--- src/rtl/bmem_burst_arbiter.sv ---
// bmem_burst_arbiter: round-robin arbiter sharing one burst memory port among NUM_REQ line ports.
// Define ARB_RADDR_CHECK_EN to discard read beats whose bmem_raddr line differs from the request.
module bmem_burst_arbiter #(
   parameter int NUM_REQ = 4,
   parameter int PTR_W   = 2
) (
   input  logic                   clk,
   input  logic                   rst,
   input  logic [NUM_REQ*32-1:0]  i_dfp_addr,
   input  logic [NUM_REQ-1:0]     i_dfp_read,
   input  logic [NUM_REQ-1:0]     i_dfp_write,
   input  logic [NUM_REQ*256-1:0] i_dfp_wdata,
   output logic [255:0]           o_dfp_rdata,
   output logic [NUM_REQ-1:0]     o_dfp_resp,
   output logic [31:0]            o_bmem_addr,
   output logic                   o_bmem_read,
   output logic                   o_bmem_write,
   output logic [63:0]            o_bmem_wdata,
   input  logic                   i_bmem_ready,
   input  logic [31:0]            i_bmem_raddr,
   input  logic [63:0]            i_bmem_rdata,
   input  logic                   i_bmem_rvalid
);
   typedef enum logic [2:0] {IDLE, RD_ISSUE, RD_WAIT, WR_BURST, RESP} state_t;
   state_t             r_state;
   logic [PTR_W-1:0]   r_ptr, r_grant, w_idx, w_j;
   logic               r_wr, r_wr_act, w_any, w_acc, w_unused;
   logic [1:0]         r_cnt;
   logic [31:0]        r_addr, w_sel_addr;
   logic [255:0]       r_wdata, r_line;
   logic [NUM_REQ-1:0] w_req;
   assign w_req = i_dfp_read | i_dfp_write;
   // Descending scan so the requester closest to r_ptr is written last and wins.
   always_comb begin
      w_idx = r_ptr;
      w_any = 1'b0;
      w_j   = '0;
      for (int k = NUM_REQ - 1; k >= 0; k--) begin
         w_j = PTR_W'((int'(r_ptr) + k) % NUM_REQ);
         if (w_req[w_j]) begin
            w_idx = w_j;
            w_any = 1'b1;
         end
      end
   end
   assign w_sel_addr = i_dfp_addr[32*w_idx +: 32];
`ifdef ARB_RADDR_CHECK_EN
   assign w_acc = (r_state == RD_WAIT) && i_bmem_rvalid && (i_bmem_raddr[31:5] == r_addr[31:5]);
`else
   assign w_acc = (r_state == RD_WAIT) && i_bmem_rvalid;
`endif
   assign w_unused     = ^{i_bmem_raddr, w_sel_addr[4:0]};
   assign o_bmem_read  = (r_state == RD_ISSUE) && i_bmem_ready;
   assign o_bmem_write = (r_state == WR_BURST) && (r_wr_act || i_bmem_ready);
   assign o_bmem_addr  = (o_bmem_read || o_bmem_write) ? r_addr : '0;
   assign o_bmem_wdata = o_bmem_write ? r_wdata[64*r_cnt +: 64] : '0;
   assign o_dfp_resp   = (r_state == RESP) ? ({{(NUM_REQ-1){1'b0}}, 1'b1} << r_grant) : '0;
   assign o_dfp_rdata  = (r_state == RESP && !r_wr) ? r_line : '0;
   always_ff @(posedge clk) begin
      if (rst) begin
         r_state  <= IDLE;
         r_ptr    <= '0;
         r_grant  <= '0;
         r_wr     <= 1'b0;
         r_wr_act <= 1'b0;
         r_cnt    <= '0;
         r_addr   <= '0;
         r_wdata  <= '0;
         r_line   <= '0;
      end else begin
         case (r_state)
            IDLE: if (w_any) begin
               r_grant <= w_idx;
               r_addr  <= {w_sel_addr[31:5], 5'b0};
               r_wr    <= i_dfp_write[w_idx];
               r_wdata <= i_dfp_wdata[256*w_idx +: 256];
               r_cnt   <= '0;
               r_state <= i_dfp_write[w_idx] ? WR_BURST : RD_ISSUE;
            end
            RD_ISSUE: if (i_bmem_ready) r_state <= RD_WAIT;
            RD_WAIT: if (w_acc) begin
               r_line[64*r_cnt +: 64] <= i_bmem_rdata;
               r_cnt <= r_cnt + 2'd1;
               if (r_cnt == 2'd3) r_state <= RESP;
            end
            // Once the first beat is accepted the burst runs without further ready checks.
            WR_BURST: if (o_bmem_write) begin
               r_wr_act <= (r_cnt != 2'd3);
               r_cnt    <= r_cnt + 2'd1;
               if (r_cnt == 2'd3) r_state <= RESP;
            end
            RESP: begin
               r_ptr   <= (int'(r_grant) == NUM_REQ - 1) ? '0 : r_grant + 1'b1;
               r_state <= IDLE;
            end
            default: r_state <= IDLE;
         endcase
      end
   end
endmodule

--- config.mk ---
export PLATFORM = sky130hd
export DESIGN_NAME = bmem_burst_arbiter
export DESIGN_NICKNAME = d
export VERILOG_FILES = /design/src/rtl/bmem_burst_arbiter.sv
export SDC_FILE = /design/constraint.sdc
export NUM_CORES = 2
export LEC_CHECK = 0
export CORE_AREA = 3 3 631 633
export CTS_BUF_LIST = sky130_fd_sc_hd__clkbuf_2
export CTS_CLUSTER_DIAMETER = 40
export DETAILED_ROUTE_END_ITERATION = 8
export DIE_AREA = 0 0 634 636
export GPL_TIMING_DRIVEN = 0
export HOLD_SLACK_MARGIN = 0.08
export PLACE_DENSITY_LB_ADDON = 0.12
export SETUP_SLACK_MARGIN = 0.02
export SYNTH_ARGS = -nofsm -noshare
export SYNTH_HDL_FRONTEND = slang
export SYNTH_SLANG_ARGS = --single-unit
--- constraint.sdc ---
create_clock -name clk -period 6.8 [get_ports clk]
set_clock_uncertainty 0.2 [all_clocks]
set_input_delay 1.36 -clock clk [delete_from_list [all_inputs] [get_ports clk]]
set_output_delay 1.36 -clock clk [all_outputs]
set_load 0.03 [all_outputs]
# [Word level (Yosys, flattened, before mapping)]
# Index checks and enable logic that the tools add are counted.
[word_totals] regBits=550 output_inout_bits=358 elab_cells=87
[classes] n_addsub=6 order_cmp=5 eq_ne=11 shift=6 muxes=35 n_bitwise=1 reduce_logical=14
[ops] cell="1024-bit by 11-bit indexed part select with 256-bit output" count=1
[ops] cell="256-bit bitwise mux" count=1
[ops] cell="256-bit 2-to-1 mux" count=1
[ops] cell="64-bit by 34-bit variable shift with 256-bit output, first input constant" count=1
[ops] cell="256-bit by 9-bit indexed part select with 64-bit output" count=1
[ops] cell="64-bit by 34-bit indexed part select with 256-bit output" count=1
[ops] cell="128-bit by 8-bit indexed part select with 32-bit output" count=1
[ops] cell="64-bit 2-to-1 mux" count=1
[ops] cell="8-bit negation with 34-bit output" count=1
[ops] cell="32-bit 2-to-1 mux" count=1
[ops] cell="2-bit 2-to-1 mux" count=9
[ops] cell="2-bit by 3-bit less-than comparator with 1-bit output, second input constant" count=5
[ops] cell="3-bit 2-to-1 mux" count=5
[ops] cell="3-bit case mux with 4 select lines" count=1
[ops] cell="1-bit binary-select mux with 2-bit select" count=5
[ops] cell="2-bit != test, second input constant" count=5
[ops] cell="1-bit 2-to-1 mux" count=9
[ops] cell="4-bit AND reduction" count=2
[ops] cell="2-bit by 1-bit adder with 2-bit output, second input constant" count=3
[ops] cell="3-bit by 2-bit equality test with 1-bit output, second input constant" count=2
[ops] cell="2-bit case mux with 3 select lines" count=1
[ops] cell="2-bit AND reduction" count=3
[ops] cell="2-bit adder, second input constant" count=2
[ops] cell="1-bit logical AND" count=4
[ops] cell="11 further kinds" count=12

# [Longest topological paths before layout]
[logic_depth] ltp_word=12 ltp_mapped=9 ltp_nobuf=6

# [Worst setup path after synthesis]
# No wires, ideal clock.
[synth_path] path_kind="input to output" startpoint="input port i_bmem_ready" endpoint="output port o_bmem_addr[11]" arrival_ns=3.438 t_required_ns=5.240 setup_slack_ns=1.802 path_stages=5 path_cell_list="nor4bb_1 > or2_2 > clkbuf_1 > clkbuf_1 > and2_1"
[synth_between] elab_chain_cells=4 elab_cells_between_ends=5
[synth_lines] element="from (decl)" line="19" source="input logic i_bmem_ready,"
[synth_lines] element="1-bit logical OR" line="54" source="assign o_bmem_write = (r_state == WR_BURST) && (r_wr_act || i_bmem_ready);"
[synth_lines] element="1-bit logical AND" line="54"
[synth_lines] element="1-bit logical OR (*)" line="55" source="assign o_bmem_addr = (o_bmem_read || o_bmem_write) ? r_addr : '0;"
[synth_lines] element="32-bit 2-to-1 mux (*)" line="55"
[synth_lines] element="to (decl)" line="15" source="output logic [31:0] o_bmem_addr,"
# Every way passes the cells marked *; elsewhere a longest branch is shown, timed or not.

# [Final worst setup path]
[layout_path] startpoint="input port i_bmem_ready" endpoint="output port o_bmem_addr[29]"
# The elaborated chain is that of the path after synthesis.

==> impl_metrics.env <==
export IMPL_status="finished with violations"
export IMPL_violations="capacitance limit, slew limit"
export IMPL_clk_path_buf_depth=4
export IMPL_r2r_end="r_wdata[254]"
export IMPL_synth_edf_count=0
export IMPL_max_stage_delay_ns=0.75
export IMPL_cts_clk_slew_worst_paths_ns=0.08
export IMPL_htree_num_levels=4
export IMPL_setup_violations_final=0
export IMPL_synth_flop_cell="dfxtp_1"
export IMPL_grt_max_degree=20
export IMPL_drv_slew=11
export IMPL_ys_seq_elements=550
export IMPL_peakVddDrop_mv=0.118
export IMPL_r2r_cells=9
export IMPL_p_leak_nw=23.7
export IMPL_port_buffers=1559
export IMPL_grt_overflow=0
export IMPL_die_h_um=636
export IMPL_cap_viol_max_count=1
export IMPL_fin_crit_ns=6.43
export IMPL_dp_hpwl_um=354000
export IMPL_drive_gt1_frac=0.0891
export IMPL_die_area_um2=403000
export IMPL_syn2layout_area_growth_pct=97.7
export IMPL_firstDrtPassIters=6
export IMPL_grt_pass1_wl_um=514000
export IMPL_cp_start_kind="input port"
export IMPL_dr_total_vias=44800
export IMPL_holdCritStartpoint="r_line[247]"
export IMPL_min_path_cells=2
export IMPL_finalHoldViolCount=0
export IMPL_p_per_area_nw_per_um2=243
export IMPL_groute_usage_overall=0.198
export IMPL_critPathBufInv=5
export IMPL_syn_area_per_cell_um2=8.84
export IMPL_yosysUniqueCellTypes=48
export IMPL_arrival_ns=4.87
export IMPL_final_area_um2=66800
export IMPL_synth_cells=3825
export IMPL_clkSinkCount=550
export IMPL_antenna_found_initial=305
export IMPL_crit_path_frequent_cell="clkdlybuf4s50_1"
export IMPL_synth_cell_area_um2=33800
export IMPL_power_mw=16.3
export IMPL_clkLatencyLatePin_ns=1.64
export IMPL_max_slew_margin=-0.00853
export IMPL_fp_dieW_um=634
export IMPL_cts_tree="built"
export IMPL_seq_area_frac_synth=0.326
export IMPL_fmaxAchievable_mhz=155
export IMPL_crit_type="in2out"
export IMPL_regToRegSetupSlack_ns=2.05
export IMPL_critical_path_max_fanout=10
export IMPL_min_path_type="reg2reg"
export IMPL_required_ns=5.24
export IMPL_synth_area_leaders="dfxtp_1 33%, mux2i_1 17%, nand3_1 5.9%"
export IMPL_ant_nets=0
export IMPL_crit_family="buffers and inverters"
export IMPL_cts_buffers_inserted=217
export IMPL_end_kind="output pin"
export IMPL_crit_chain="dlygate4sd3_1 -> clkdlybuf4s50_1 -> nor4bb_2 -> or2_4 -> buf_12 -> clkbuf_2 -> and2_1 -> clkdlybuf4s50_1"
export IMPL_clk_root_buffer_cell="clkbuf_2"
export IMPL_reg2reg_from="r_ptr[0]"
export IMPL_via_per_inst=3.76
export IMPL_netlist_area_leader_share=0.326
export IMPL_synthTopCellsByCount="566 x mux2i_1, 550 x dfxtp_1, 401 x nand3_1"
export IMPL_globalplace_congestion=0.861
export IMPL_rsz0062_at_grt="no"
export IMPL_post_dp_cell_area_um2=56300
export IMPL_whs_endpoint="r_line[247]"
export IMPL_yosysWarnings=0
export IMPL_worst_pin_slew_ns=1.51
export IMPL_grt_pass1_vias=46400
export IMPL_period_share=0.946
export IMPL_core_area_um2=393000
export IMPL_async_reset_ff_frac=0
export IMPL_rows=230
export IMPL_drcViolationCount=0
export IMPL_critPathSlowestCell="clkdlybuf4s50_1"
export IMPL_top_level_ports=1618
export IMPL_synth_top_area_cell="dfxtp_1"
export IMPL_initial_utilization=0.0861
export IMPL_totalWireLength_um=415000
export IMPL_drt_initial_drc_count=3085
export IMPL_nets=7738
export IMPL_routedWlPerCell_um=34.8
export IMPL_synth_most_common_cell="mux2i_1"
cell families (layout without fill, tap and decap cells):
kind of cell / Yosys count / after routing / share of synthesized area
AOI/OAI and AO/OA: 995 / 995 / 0.201
adders and majority gates: 10 / 10 / 0.00370
buffers and inverters: 425 / 3220 / 0.0634
DFF: 550 / 550 / 0.326
muxes: 632 / 632 / 0.212
other: 1 / 88 / 0.000111
and+or+nand+nor: 1212 / 1212 / 0.194
placed cells by master, fill, tap and decap left out, types with 4 or more instances in the layout:
cell	synthesis	final
mux4_2	66	66
mux2i_1	566	564
inv_1	9	9
dfxtp_1	550	549
clkinv_1	0	47
a21o_1	139	139
buf_8	10	11
buf_12	0	5
dlygate4sd2_1	0	85
dlygate4sd3_1	0	845
buf_6	46	52
nand2_1	270	269
buf_4	11	16
nor2b_2	0	5
ha_1	10	10
buf_1	30	27
nor2b_1	65	60
nand3b_1	144	144
o21ai_0	147	147
clkdlybuf4s50_1	0	1456
nor2_1	15	13
clkbuf_1	280	236
clkdlybuf4s15_2	0	7
and2_1	293	293
diode_2	0	83
buf_2	38	38
a21oi_1	266	266
dlymetal6s2s_1	0	11
a2bb2oi_1	139	139
clkbuf_2	1	337
nor3_1	6	5
clkinv_2	0	16
nand3_1	401	401
conb_1	1	5
nor3b_1	4	4
clkbuf_4	0	5
clkinv_4	0	5
o221ai_1	144	144
o211ai_1	144	144
sequential cells by signal, indices dropped and copies added, names as in the netlist:
register,count
r_wr,1
r_addr,27
r_state,3
r_wr_act,1
r_grant,2
r_cnt,2
r_line,256
r_wdata,256
r_ptr,2
where the power goes:
part | internal (mW) | switching (mW) | total, mW
clock network | 1.22 | 2.07 | 3.29
logic | 3.48 | 4.35 | 7.83
registers | 3.96 | 1.16 | 5.13
worst reg2reg max path: cells and delay by family, from the launching register on:
family          cells  cell delay, ns
compound gates      4            1.41
flops               1            0.48
buf+inv             4            2.47
simple gates        1            0.32
metrics by stage:
step	hold WS, ns	worst slack (ns)	std cells	TNS [ns]	utilization
floorplan	0.227	1.80	3829	0	-
global placement	0.234	-1.69	10600	-133.83	0.143
detailed placement	0.239	0.0863	10600	0	0.143
CTS	0.0814	0.00584	11800	0	0.170
global route	0.222	0.0303	11900	0	0.170
finish	0.249	0.367	11900	0	0.170
metal layers:
metal	vias up	wire [um]	share of wire	track usage
li1	19700	-	-	-
met1	22300	172000	0.41	0.240
met2	2110	199000	0.48	0.338
met3	670	28800	0.069	0.0492
met4	90	15000	0.036	0.0666
met5	-	563	0.0014	0
what timing repair did:
action	CTS	global route
setup buffers	3	0
resized for setup	156	12
hold buffers	845	0
endpoints found under the hold margin	495	0
setup endpoints to repair	340	12
pin swaps	1	0
worst max path at each step:
stage | start | to | cells past startpoint
after floorplan | i_bmem_ready | o_bmem_addr[11] | 5
after global placement | r_cnt[1] | r_line[236] | 8
after detailed placement | i_bmem_ready | o_bmem_addr[26] | 7
after CTS | r_state[2] | o_dfp_rdata[200] | 7
after global routing | r_state[0] | o_dfp_rdata[241] | 7
final | i_bmem_ready | o_bmem_addr[29] | 8
layout make-up:
class / instances / area, um2
Sequential cell: 550 / 11000
Timing Repair Buffer: 2422 / 24300
Antenna cell: 83 / 208
Tap cell: 5220 / 6530
Clock buffer: 302 / 1510
Clock inverter: 73 / 340
Multi-Input combinational cell: 2854 / 20700
Buffer: 414 / 2210
Inverter: 9 / 33.8
Fill cell: 44500 / 326000
Note: power is estimated with default switching activity, not from simulation.
